<file path="config.mk">
export PLATFORM = sky130hd
export DESIGN_NAME = ahb_lite_master_flat
export DESIGN_NICKNAME = d
export VERILOG_FILES = /design/src/rtl/ahb_pkg.sv /design/src/rtl/ahb_lite_master_if.sv /design/src/rtl/ahb_timeout_cnt.sv /design/src/rtl/ahb_lite_master.sv /design/src/flat_wrapper.sv
export SDC_FILE = /design/constraint.sdc
export NUM_CORES = 1
export LEC_CHECK = 0
export ABC_AREA = 1
export CAP_MARGIN = 20
export CORE_ASPECT_RATIO = 1.1
export CORE_MARGIN = 3
export CORE_UTILIZATION = 33
export CTS_BUF_LIST = sky130_fd_sc_hd__clkbuf_4 sky130_fd_sc_hd__clkbuf_8 sky130_fd_sc_hd__clkbuf_16
export DETAILED_ROUTE_END_ITERATION = 8
export GPL_ROUTABILITY_DRIVEN = 0
export PLACE_DENSITY = 0.69
export SYNTH_ARGS = -nofsm -noshare
export SYNTH_HDL_FRONTEND = slang
export SYNTH_SLANG_ARGS = --single-unit
</file>
<file path="constraint.sdc">
create_clock -name clk_i -period 4.6 [get_ports clk_i]
set_input_delay 0.92 -clock clk_i [delete_from_list [all_inputs] [get_ports clk_i]]
set_output_delay 0.92 -clock clk_i [all_outputs]
set_load 0.05 [all_outputs]
</file>
<file path="src/rtl/ahb_pkg.sv">
`default_nettype none
// +----------------------------------------------------------------------+
// | ahb_pkg                                                              |
// | Shared AHB-lite encodings and master FSM state type.                 |
// | Revision: 1.0                                                        |
// +----------------------------------------------------------------------+
package ahb_pkg;

  typedef enum logic [1:0] {
    HTRANS_IDLE   = 2'b00,
    HTRANS_BUSY   = 2'b01,
    HTRANS_NONSEQ = 2'b10,
    HTRANS_SEQ    = 2'b11
  } htrans_t;

  localparam logic [1:0] c_hresp_okay  = 2'b00;
  localparam logic [1:0] c_hresp_error = 2'b01;
  localparam logic [1:0] c_hresp_retry = 2'b10;
  localparam logic [1:0] c_hresp_split = 2'b11;

  localparam logic [2:0] c_hsize_byte = 3'b000;
  localparam logic [2:0] c_hsize_half = 3'b001;
  localparam logic [2:0] c_hsize_word = 3'b010;

  localparam logic [2:0] c_hburst_single = 3'b000;

  typedef enum logic [1:0] {
    ST_IDLE = 2'd0,
    ST_ADDR = 2'd1,
    ST_DATA = 2'd2,
    ST_RESP = 2'd3
  } mst_state_t;

  function automatic int cnt_width(input int t);
    return (t > 0) ? $clog2(t + 1) : 1;
  endfunction

  // Sizes above a word are not supported on this bus; narrower sizes must be naturally aligned.
  function automatic logic req_is_legal(input logic [2:0] size, input logic [1:0] addr_lo);
    logic ok;
    ok = 1'b1;
    if (size > c_hsize_word) begin
      ok = 1'b0;
    end else if (size == c_hsize_half && addr_lo[0]) begin
      ok = 1'b0;
    end else if (size == c_hsize_word && addr_lo != 2'b00) begin
      ok = 1'b0;
    end
    return ok;
  endfunction

endpackage
`default_nettype wire

</file>
<file path="src/rtl/ahb_lite_master_if.sv">
`default_nettype none
// +----------------------------------------------------------------------+
// | ahb_lite_master_if                                                   |
// | Request/response handshake plus AHB-lite master bus signals.         |
// | Revision: 1.0                                                        |
// +----------------------------------------------------------------------+
interface ahb_lite_master_if #(
  parameter int HADDR_WIDTH = 32,
  parameter int HDATA_WIDTH = 32
);

  logic                   req_valid_i;
  logic                   req_ready_o;
  logic [HADDR_WIDTH-1:0] req_addr_i;
  logic                   req_write_i;
  logic [2:0]             req_size_i;
  logic [HDATA_WIDTH-1:0] req_wdata_i;

  logic                   rsp_valid_o;
  logic [HDATA_WIDTH-1:0] rsp_rdata_o;
  logic                   rsp_err_o;
  logic                   rsp_timeout_o;

  logic                   hsel_o;
  logic [HADDR_WIDTH-1:0] haddr_o;
  logic                   hwrite_o;
  logic [1:0]             htrans_o;
  logic [2:0]             hsize_o;
  logic [2:0]             hburst_o;
  logic [3:0]             hprot_o;
  logic                   hmastlock_o;
  logic [HDATA_WIDTH-1:0] hwdata_o;

  logic                   hready_i;
  logic [1:0]             hresp_i;
  logic [HDATA_WIDTH-1:0] hrdata_i;

  modport master (
    input  req_valid_i, req_addr_i, req_write_i, req_size_i, req_wdata_i,
    input  hready_i, hresp_i, hrdata_i,
    output req_ready_o, rsp_valid_o, rsp_rdata_o, rsp_err_o, rsp_timeout_o,
    output hsel_o, haddr_o, hwrite_o, htrans_o, hsize_o, hburst_o, hprot_o,
    output hmastlock_o, hwdata_o
  );

  modport slave (
    output req_valid_i, req_addr_i, req_write_i, req_size_i, req_wdata_i,
    output hready_i, hresp_i, hrdata_i,
    input  req_ready_o, rsp_valid_o, rsp_rdata_o, rsp_err_o, rsp_timeout_o,
    input  hsel_o, haddr_o, hwrite_o, htrans_o, hsize_o, hburst_o, hprot_o,
    input  hmastlock_o, hwdata_o
  );

endinterface
`default_nettype wire

</file>
<file path="src/rtl/ahb_timeout_cnt.sv">
`default_nettype none
// +----------------------------------------------------------------------+
// | ahb_timeout_cnt                                                      |
// | Saturating data-phase wait counter with expiry flag.                 |
// | Revision: 1.0                                                        |
// +----------------------------------------------------------------------+
module ahb_timeout_cnt
  import ahb_pkg::*;
#(
  parameter int TIMEOUT = 256
) (
  input  logic clk_i,
  input  logic rst_i,
  input  logic clr_i,
  input  logic en_i,
  output logic expired_o
);

  localparam int               c_cnt_w = cnt_width(TIMEOUT);
  localparam logic [c_cnt_w-1:0] c_max = c_cnt_w'(TIMEOUT);
  localparam bit               c_en    = (TIMEOUT != 0);

  logic [c_cnt_w-1:0] r_cnt;

  always_ff @(posedge clk_i) begin
    if (rst_i || clr_i) begin
      r_cnt <= '0;
    end else if (en_i && r_cnt != c_max) begin
      r_cnt <= r_cnt + 1'b1;
    end
  end

  // With TIMEOUT of zero the counter is pinned at zero and never reports expiry.
  assign expired_o = c_en && (r_cnt == c_max);

endmodule
`default_nettype wire

</file>
<file path="src/rtl/ahb_lite_master.sv">
`default_nettype none
// +----------------------------------------------------------------------+
// | ahb_lite_master                                                      |
// | Single-outstanding AHB-lite master: one request -> one SINGLE xfer.  |
// | Revision: 1.0                                                        |
// +----------------------------------------------------------------------+
module ahb_lite_master
  import ahb_pkg::*;
#(
  parameter int         HADDR_WIDTH = 32,
  parameter int         HDATA_WIDTH = 32,
  parameter int         TIMEOUT     = 256,
  parameter logic [3:0] HPROT       = 4'b0011
) (
  input logic               clk_i,
  input logic               rst_i,
  ahb_lite_master_if.master bus
);

  mst_state_t             r_state, w_state;
  logic                   r_illegal, w_illegal;
  logic [HDATA_WIDTH-1:0] r_wdata, w_wdata;
  logic                   r_req_ready, w_req_ready;
  logic                   r_rsp_valid, w_rsp_valid;
  logic [HDATA_WIDTH-1:0] r_rsp_rdata, w_rsp_rdata;
  logic                   r_rsp_err, w_rsp_err;
  logic                   r_rsp_timeout, w_rsp_timeout;
  logic                   r_hsel, w_hsel;
  logic [HADDR_WIDTH-1:0] r_haddr, w_haddr;
  logic                   r_hwrite, w_hwrite;
  htrans_t                r_htrans, w_htrans;
  logic [2:0]             r_hsize, w_hsize;
  logic [HDATA_WIDTH-1:0] r_hwdata, w_hwdata;
  logic                   w_legal;
  logic                   w_cnt_clr;
  logic                   w_cnt_en;
  logic                   w_expired;

  assign w_legal = req_is_legal(bus.req_size_i, bus.req_addr_i[1:0]);

  ahb_timeout_cnt #(
    .TIMEOUT (TIMEOUT)
  ) u_timeout_cnt (
    .clk_i     (clk_i),
    .rst_i     (rst_i),
    .clr_i     (w_cnt_clr),
    .en_i      (w_cnt_en),
    .expired_o (w_expired)
  );

  always_ff @(posedge clk_i) begin
    if (rst_i) begin
      r_state       <= ST_IDLE;
      r_illegal     <= 1'b0;
      r_wdata       <= '0;
      r_req_ready   <= 1'b1;
      r_rsp_valid   <= 1'b0;
      r_rsp_rdata   <= '0;
      r_rsp_err     <= 1'b0;
      r_rsp_timeout <= 1'b0;
      r_hsel        <= 1'b0;
      r_haddr       <= '0;
      r_hwrite      <= 1'b0;
      r_htrans      <= HTRANS_IDLE;
      r_hsize       <= '0;
      r_hwdata      <= '0;
    end else begin
      r_state       <= w_state;
      r_illegal     <= w_illegal;
      r_wdata       <= w_wdata;
      r_req_ready   <= w_req_ready;
      r_rsp_valid   <= w_rsp_valid;
      r_rsp_rdata   <= w_rsp_rdata;
      r_rsp_err     <= w_rsp_err;
      r_rsp_timeout <= w_rsp_timeout;
      r_hsel        <= w_hsel;
      r_haddr       <= w_haddr;
      r_hwrite      <= w_hwrite;
      r_htrans      <= w_htrans;
      r_hsize       <= w_hsize;
      r_hwdata      <= w_hwdata;
    end
  end

  // Every output is computed here one cycle ahead and registered above.
  always_comb begin
    w_state       = r_state;
    w_illegal     = r_illegal;
    w_wdata       = r_wdata;
    w_req_ready   = 1'b0;
    w_rsp_valid   = 1'b0;
    w_rsp_rdata   = r_rsp_rdata;
    w_rsp_err     = r_rsp_err;
    w_rsp_timeout = r_rsp_timeout;
    w_hsel        = r_hsel;
    w_haddr       = r_haddr;
    w_hwrite      = r_hwrite;
    w_htrans      = r_htrans;
    w_hsize       = r_hsize;
    w_hwdata      = r_hwdata;
    w_cnt_clr     = 1'b0;
    w_cnt_en      = 1'b0;

    case (r_state)
      ST_IDLE: begin
        w_req_ready = 1'b1;
        if (bus.req_valid_i && r_req_ready) begin
          w_req_ready = 1'b0;
          w_state     = ST_ADDR;
          w_wdata     = bus.req_wdata_i;
          w_illegal   = !w_legal;
          if (w_legal) begin
            w_hsel   = 1'b1;
            w_htrans = HTRANS_NONSEQ;
            w_haddr  = bus.req_addr_i;
            w_hwrite = bus.req_write_i;
            w_hsize  = bus.req_size_i;
          end
        end
      end
      ST_ADDR: begin
        // Rejected requests idle the bus for this cycle so the response lands one cycle after accept.
        if (r_illegal) begin
          w_state       = ST_RESP;
          w_rsp_valid   = 1'b1;
          w_rsp_err     = 1'b1;
          w_rsp_timeout = 1'b0;
        end else if (bus.hready_i) begin
          w_state   = ST_DATA;
          w_hsel    = 1'b0;
          w_htrans  = HTRANS_IDLE;
          w_hwdata  = r_wdata;
          w_cnt_clr = 1'b1;
        end
      end
      ST_DATA: begin
        if (bus.hready_i) begin
          w_state       = ST_RESP;
          w_rsp_valid   = 1'b1;
          w_rsp_err     = (bus.hresp_i != c_hresp_okay);
          w_rsp_timeout = 1'b0;
          w_hwdata      = '0;
          if (!r_hwrite) begin
            w_rsp_rdata = bus.hrdata_i;
          end
        end else if (w_expired) begin
          w_state       = ST_RESP;
          w_rsp_valid   = 1'b1;
          w_rsp_err     = 1'b1;
          w_rsp_timeout = 1'b1;
          w_hwdata      = '0;
        end else begin
          w_cnt_en = 1'b1;
        end
      end
      ST_RESP: begin
        w_state     = ST_IDLE;
        w_req_ready = 1'b1;
      end
      default: begin
        w_state     = ST_IDLE;
        w_req_ready = 1'b1;
      end
    endcase
  end

  assign bus.req_ready_o   = r_req_ready;
  assign bus.rsp_valid_o   = r_rsp_valid;
  assign bus.rsp_rdata_o   = r_rsp_rdata;
  assign bus.rsp_err_o     = r_rsp_err;
  assign bus.rsp_timeout_o = r_rsp_timeout;
  assign bus.hsel_o        = r_hsel;
  assign bus.haddr_o       = r_haddr;
  assign bus.hwrite_o      = r_hwrite;
  assign bus.htrans_o      = r_htrans;
  assign bus.hsize_o       = r_hsize;
  assign bus.hburst_o      = c_hburst_single;
  assign bus.hprot_o       = HPROT;
  assign bus.hmastlock_o   = 1'b0;
  assign bus.hwdata_o      = r_hwdata;

endmodule
`default_nettype wire
</file>
<file path="src/flat_wrapper.sv">
// flat-port wrapper written by rule: the top's interface ports become plain ports
module ahb_lite_master_flat import ahb_pkg::*;
#(
  parameter int         HADDR_WIDTH = 32,
  parameter int         HDATA_WIDTH = 32,
  parameter int         TIMEOUT     = 256,
  parameter logic [3:0] HPROT       = 4'b0011
)
  (clk_i, rst_i, bus_req_valid_i, bus_req_addr_i, bus_req_write_i, bus_req_size_i, bus_req_wdata_i, bus_hready_i, bus_hresp_i, bus_hrdata_i, bus_req_ready_o, bus_rsp_valid_o, bus_rsp_rdata_o, bus_rsp_err_o, bus_rsp_timeout_o, bus_hsel_o, bus_haddr_o, bus_hwrite_o, bus_htrans_o, bus_hsize_o, bus_hburst_o, bus_hprot_o, bus_hmastlock_o, bus_hwdata_o);
  ahb_lite_master_if #(.HADDR_WIDTH(HADDR_WIDTH), .HDATA_WIDTH(HDATA_WIDTH)) bus_i ();
  input logic clk_i;
  input logic rst_i;
  input wire logic [$bits(bus_i.req_valid_i)-1:0] bus_req_valid_i;
  input wire logic [$bits(bus_i.req_addr_i)-1:0] bus_req_addr_i;
  input wire logic [$bits(bus_i.req_write_i)-1:0] bus_req_write_i;
  input wire logic [$bits(bus_i.req_size_i)-1:0] bus_req_size_i;
  input wire logic [$bits(bus_i.req_wdata_i)-1:0] bus_req_wdata_i;
  input wire logic [$bits(bus_i.hready_i)-1:0] bus_hready_i;
  input wire logic [$bits(bus_i.hresp_i)-1:0] bus_hresp_i;
  input wire logic [$bits(bus_i.hrdata_i)-1:0] bus_hrdata_i;
  output wire logic [$bits(bus_i.req_ready_o)-1:0] bus_req_ready_o;
  output wire logic [$bits(bus_i.rsp_valid_o)-1:0] bus_rsp_valid_o;
  output wire logic [$bits(bus_i.rsp_rdata_o)-1:0] bus_rsp_rdata_o;
  output wire logic [$bits(bus_i.rsp_err_o)-1:0] bus_rsp_err_o;
  output wire logic [$bits(bus_i.rsp_timeout_o)-1:0] bus_rsp_timeout_o;
  output wire logic [$bits(bus_i.hsel_o)-1:0] bus_hsel_o;
  output wire logic [$bits(bus_i.haddr_o)-1:0] bus_haddr_o;
  output wire logic [$bits(bus_i.hwrite_o)-1:0] bus_hwrite_o;
  output wire logic [$bits(bus_i.htrans_o)-1:0] bus_htrans_o;
  output wire logic [$bits(bus_i.hsize_o)-1:0] bus_hsize_o;
  output wire logic [$bits(bus_i.hburst_o)-1:0] bus_hburst_o;
  output wire logic [$bits(bus_i.hprot_o)-1:0] bus_hprot_o;
  output wire logic [$bits(bus_i.hmastlock_o)-1:0] bus_hmastlock_o;
  output wire logic [$bits(bus_i.hwdata_o)-1:0] bus_hwdata_o;
  assign bus_i.req_valid_i = bus_req_valid_i;
  assign bus_i.req_addr_i = bus_req_addr_i;
  assign bus_i.req_write_i = bus_req_write_i;
  assign bus_i.req_size_i = bus_req_size_i;
  assign bus_i.req_wdata_i = bus_req_wdata_i;
  assign bus_i.hready_i = bus_hready_i;
  assign bus_i.hresp_i = bus_hresp_i;
  assign bus_i.hrdata_i = bus_hrdata_i;
  assign bus_req_ready_o = bus_i.req_ready_o;
  assign bus_rsp_valid_o = bus_i.rsp_valid_o;
  assign bus_rsp_rdata_o = bus_i.rsp_rdata_o;
  assign bus_rsp_err_o = bus_i.rsp_err_o;
  assign bus_rsp_timeout_o = bus_i.rsp_timeout_o;
  assign bus_hsel_o = bus_i.hsel_o;
  assign bus_haddr_o = bus_i.haddr_o;
  assign bus_hwrite_o = bus_i.hwrite_o;
  assign bus_htrans_o = bus_i.htrans_o;
  assign bus_hsize_o = bus_i.hsize_o;
  assign bus_hburst_o = bus_i.hburst_o;
  assign bus_hprot_o = bus_i.hprot_o;
  assign bus_hmastlock_o = bus_i.hmastlock_o;
  assign bus_hwdata_o = bus_i.hwdata_o;
  ahb_lite_master #(.HADDR_WIDTH(HADDR_WIDTH), .HDATA_WIDTH(HDATA_WIDTH), .TIMEOUT(TIMEOUT), .HPROT(HPROT)) u_core (.clk_i(clk_i), .rst_i(rst_i), .bus(bus_i));
endmodule
</file>
==> summary.log <==
INFO  run_status     run_status=finished clean
INFO  power          p_per_area=570nW/um^2
INFO  final_layout   finish.instance_area=8980squm
INFO  global_route   track_usage=16.9%
INFO  synth          yosys_register_bits=149
INFO  cts            clkSlewWorstSetupHoldPaths=60ps
INFO  detailed_routing post_drt_via_cell_ratio=4.44
INFO  setup_path     worst_ep_required_time=4950ps
INFO  synth          synthTopCellsByArea=sky130_fd_sc_hd__dfxtp_1 (48%), sky130_fd_sc_hd__nand2_1 (17%), sky130_fd_sc_hd__a21oi_1 (6.5%), sky130_fd_sc_hd__nor2_1 (6.5%), sky130_fd_sc_hd__inv_1 (5.3%)
INFO  global_route   antenna_found_initial=0
INFO  synth          synth-seq-area-share=48.1%
INFO  power          p_sw=2.05mW
INFO  floorplan      io-pin-count=221
INFO  global_route   first_global_vias=5475
INFO  power          ir_worst_vdd=0.252mV
INFO  sta            hold_violations=0
INFO  power          internal_power=3.07mW
INFO  floorplan      std_cell_rows=51
INFO  setup_path     timing.critical_path.fanout_max=35
INFO  synth          syn_area=6200squm
INFO  detailed_routing totalWireLength=17000um
INFO  cts            ctsHtreeMaxLevel=4
INFO  floorplan      die_h=150um
INFO  power          power_frac_comb=40.0%
INFO  global_route   grt_max_degree=73
INFO  final_layout   n_antenna_cell=0
INFO  detailed_routing route.detailed.wl_per_inst=12.9um
INFO  floorplan      die_area=20500squm
INFO  flow_run       max_cap_violations=0
INFO  cts            clock-sinks=149
INFO  synth          netlist-cell-type-count=27
INFO  power          p_leak=3.69nW
INFO  final_layout   finish.cell_count_without_fillers=1316
INFO  final_layout   layout.cells.most_common_list=sky130_fd_sc_hd__nand2_1 (285), sky130_fd_sc_hd__clkdlybuf4s50_1 (210), sky130_fd_sc_hd__dfxtp_1 (149)
INFO  detailed_routing remaining_number_of_nets_flagged_by_the_antenna_check_after_routing=0
INFO  setup_path     timing.setup.critical_path_class=flop to flop
INFO  power          power.total=5.12mW
INFO  global_route   first_pass_grt_wire_length=27400um
INFO  cts            clk-insertion-delay-late=410ps
INFO  floorplan      dieWidth=137um
INFO  final_layout   fill_cells=1777
INFO  global_route   grt_remaining_overflow=0
INFO  final_layout   area_of_combinational_cells_with_multiple_inputs=2570squm
INFO  placement      dp.final_hpwl=11600um
INFO  synth          synth.avg_cell_area=7.03squm
INFO  synth          combinational_family_with_the_most_area_after_synthesis=simple AND/OR/NAND/NOR gates
INFO  placement      placed_cell_area=8370squm
INFO  detailed_routing via_count=5838
INFO  placement      dp.cells=1285
INFO  setup_path     arrival=3270ps
INFO  synth          post-synth-top-area-fraction=48.1%
INFO  sta            final.min_clock_period=2920ps
INFO  placement      port_buffers=211
INFO  cts            clk_path_buf_depth=2
INFO  cts            ctsResizeCount=0
INFO  sta            worst-slew-pin-transition=1010ps
INFO  sta            total_negative_slack_for_setup_checks=0ps
INFO  sta            setup_viol=0
INFO  sta            finalHoldWorstSlack=463ps
INFO  final_layout   area_delta_synth_final=44.9%
INFO  sta            period_share=63.4%
INFO  setup_path     worstSetupStartpointType=flop
INFO  floorplan      core_region_area=18100squm
INFO  global_route   top_usage_layer=met2
INFO  sta            fin_ws=1680ps
INFO  min_path       holdCritPathClass=flop to flop
INFO  sta            rsz0062_at_grt=no
INFO  cts            post-cts-setup-buffer-count=0
INFO  detailed_routing drc=0
INFO  cts            clock_root_buffer=sky130_fd_sc_hd__clkbuf_16
INFO  final_layout   finish.utilization=49.7%
INFO  synth          synth.mux.area_fraction=0%
INFO  cts            cts_tree=built
INFO  final_layout   drive_gt1_share=4.92%
INFO  power          power.clock.fraction=28.0%
INFO  global_route   use_met1=20.1%
INFO  placement      placement.setup.worst_slack=1330ps
INFO  sta            achievable_clock_frequency=0.343GHz
INFO  sta            timing.slew.headroom=32.8%
INFO  final_layout   number_of_nets_in_the_layout=1179
INFO  power          switching_share=40.0%
INFO  synth          yosys.area_share.simple=29.2%
INFO  synth          yosys.area_share.adder=1.41%
INFO  global_route   grt.met2_usage=27.4%
INFO  detailed_routing first_pass_iters=4
INFO  synth          synth_top_area_cell=sky130_fd_sc_hd__dfxtp_1
INFO  synth          synthXorXnorAreaFrac=0.424%
INFO  final_layout   final_common_cell=sky130_fd_sc_hd__nand2_1
INFO  final_layout   sequential_cell_area=2980squm
INFO  synth          ys.warnings.count=0
INFO  setup_path     endpoint_kind=flop
INFO  floorplan      starting_density_of_the_core=34.3%
INFO  cts            cts_hold_buffers_added=0
INFO  detailed_routing drt_first_iter_violations=322
INFO  power          share_seq_of_total_power=31.9%
INFO  synth          postSynthCellCount=882
INFO  cts            tritoncts.num_buffers=17
INFO  sta            finClkSkew=9.42ps
INFO  sta            report.final.slew_viol_count=0
INFO  synth          synth_compound_gate_area_share=9.85%
INFO  global_route   gr-usage-met3=7.33%
-- metal layers --
layer	part of all wire, %	routed length [um]
met1	44	7490
met2	46	7830
met3	8.7	1480
met4	1.4	241
met5	0	0
-- sequential cells by signal, summed over array words and instances, names as in the netlist, 2 cells and up --
signal / flops
u_core.bus.haddr_o: 32
u_core.bus.hsize_o: 3
u_core.bus.hwdata_o: 32
u_core.bus.rsp_rdata_o: 32
u_core.r_state: 2
u_core.r_wdata: 32
u_core.u_timeout_cnt.r_cnt: 9
-- area by class of cell --
cell class                      instances  share of cell area, %
Inverter                               94                   3.94
Timing Repair Buffer                  219                   24.1
Multi-Input combinational cell        585                   28.6
Clock inverter                         13                   1.89
Clock buffer                           18                   4.89
Tap cell                              238                   3.32
Sequential cell                       149                   33.2
-- final timing paths --
check | startpoint | to | slack (ps) | depth (start not counted)
min | u_core.r_wdata[8] | u_core.r_wdata[8] | 460 | 2
min reg2reg | u_core.r_wdata[8] | u_core.r_wdata[8] | 460 | 2
max reg2reg | u_core.r_state[0] | u_core.bus.hwdata_o[11] | 1680 | 9
max | u_core.r_state[0] | u_core.bus.hwdata_o[11] | 1680 | 9
-- synth_stat cells --
| master | number |
|---|---|
| sky130_fd_sc_hd__a211oi_1 | 1 |
| sky130_fd_sc_hd__a21oi_1 | 81 |
| sky130_fd_sc_hd__a31oi_1 | 1 |
| sky130_fd_sc_hd__buf_1 | 2 |
| sky130_fd_sc_hd__buf_2 | 13 |
| sky130_fd_sc_hd__buf_4 | 13 |
| sky130_fd_sc_hd__buf_6 | 3 |
| sky130_fd_sc_hd__clkbuf_1 | 30 |
| sky130_fd_sc_hd__clkinv_2 | 1 |
| sky130_fd_sc_hd__conb_1 | 2 |
| sky130_fd_sc_hd__dfxtp_1 | 149 |
| sky130_fd_sc_hd__ha_1 | 7 |
| sky130_fd_sc_hd__inv_1 | 88 |
| sky130_fd_sc_hd__inv_2 | 5 |
| sky130_fd_sc_hd__nand2_1 | 285 |
| sky130_fd_sc_hd__nand2_2 | 1 |
| sky130_fd_sc_hd__nand3_1 | 13 |
| sky130_fd_sc_hd__nand3_2 | 2 |
| sky130_fd_sc_hd__nand3_4 | 1 |
| sky130_fd_sc_hd__nand4_1 | 35 |
| sky130_fd_sc_hd__nor2_1 | 107 |
| sky130_fd_sc_hd__nor2_2 | 1 |
| sky130_fd_sc_hd__o211ai_1 | 1 |
| sky130_fd_sc_hd__o21ai_0 | 35 |
| sky130_fd_sc_hd__o21ai_2 | 1 |
| sky130_fd_sc_hd__or3_1 | 1 |
| sky130_fd_sc_hd__xor2_1 | 3 |
-- power groups by stage --
stage	Clock (mW)	Sequential [mW]	Combinational (mW)
global route	1.53	1.66	2.27
detailed placement	0	1.66	2.07
CTS	1.47	1.64	2.08
finish	1.43	1.63	2.05
global placement	0	1.66	2.06
floorplan	0	2.15	0.981
-- worst max-delay path: stages, from the launching register on --
cell and delay (ps):
sky130_fd_sc_hd__dfxtp_1 390, sky130_fd_sc_hd__inv_1 120, sky130_fd_sc_hd__ha_1 250, sky130_fd_sc_hd__inv_2 470
sky130_fd_sc_hd__nor2_1 160, sky130_fd_sc_hd__nand2_2 440, sky130_fd_sc_hd__nand3_2 650, sky130_fd_sc_hd__nand2_1 210
sky130_fd_sc_hd__inv_1 50, sky130_fd_sc_hd__nor2_1 100
-- cells by family after synthesis --
family / count (synthesis)
other: 2
DFF: 149
xor gates and xnor gates: 3
adders and majority gates: 7
and+or+nand+nor: 446
AOI/OAI and AO/OA: 120
buffers and inverters: 155
No activity file was read; power rests on OpenSTA's default activity.
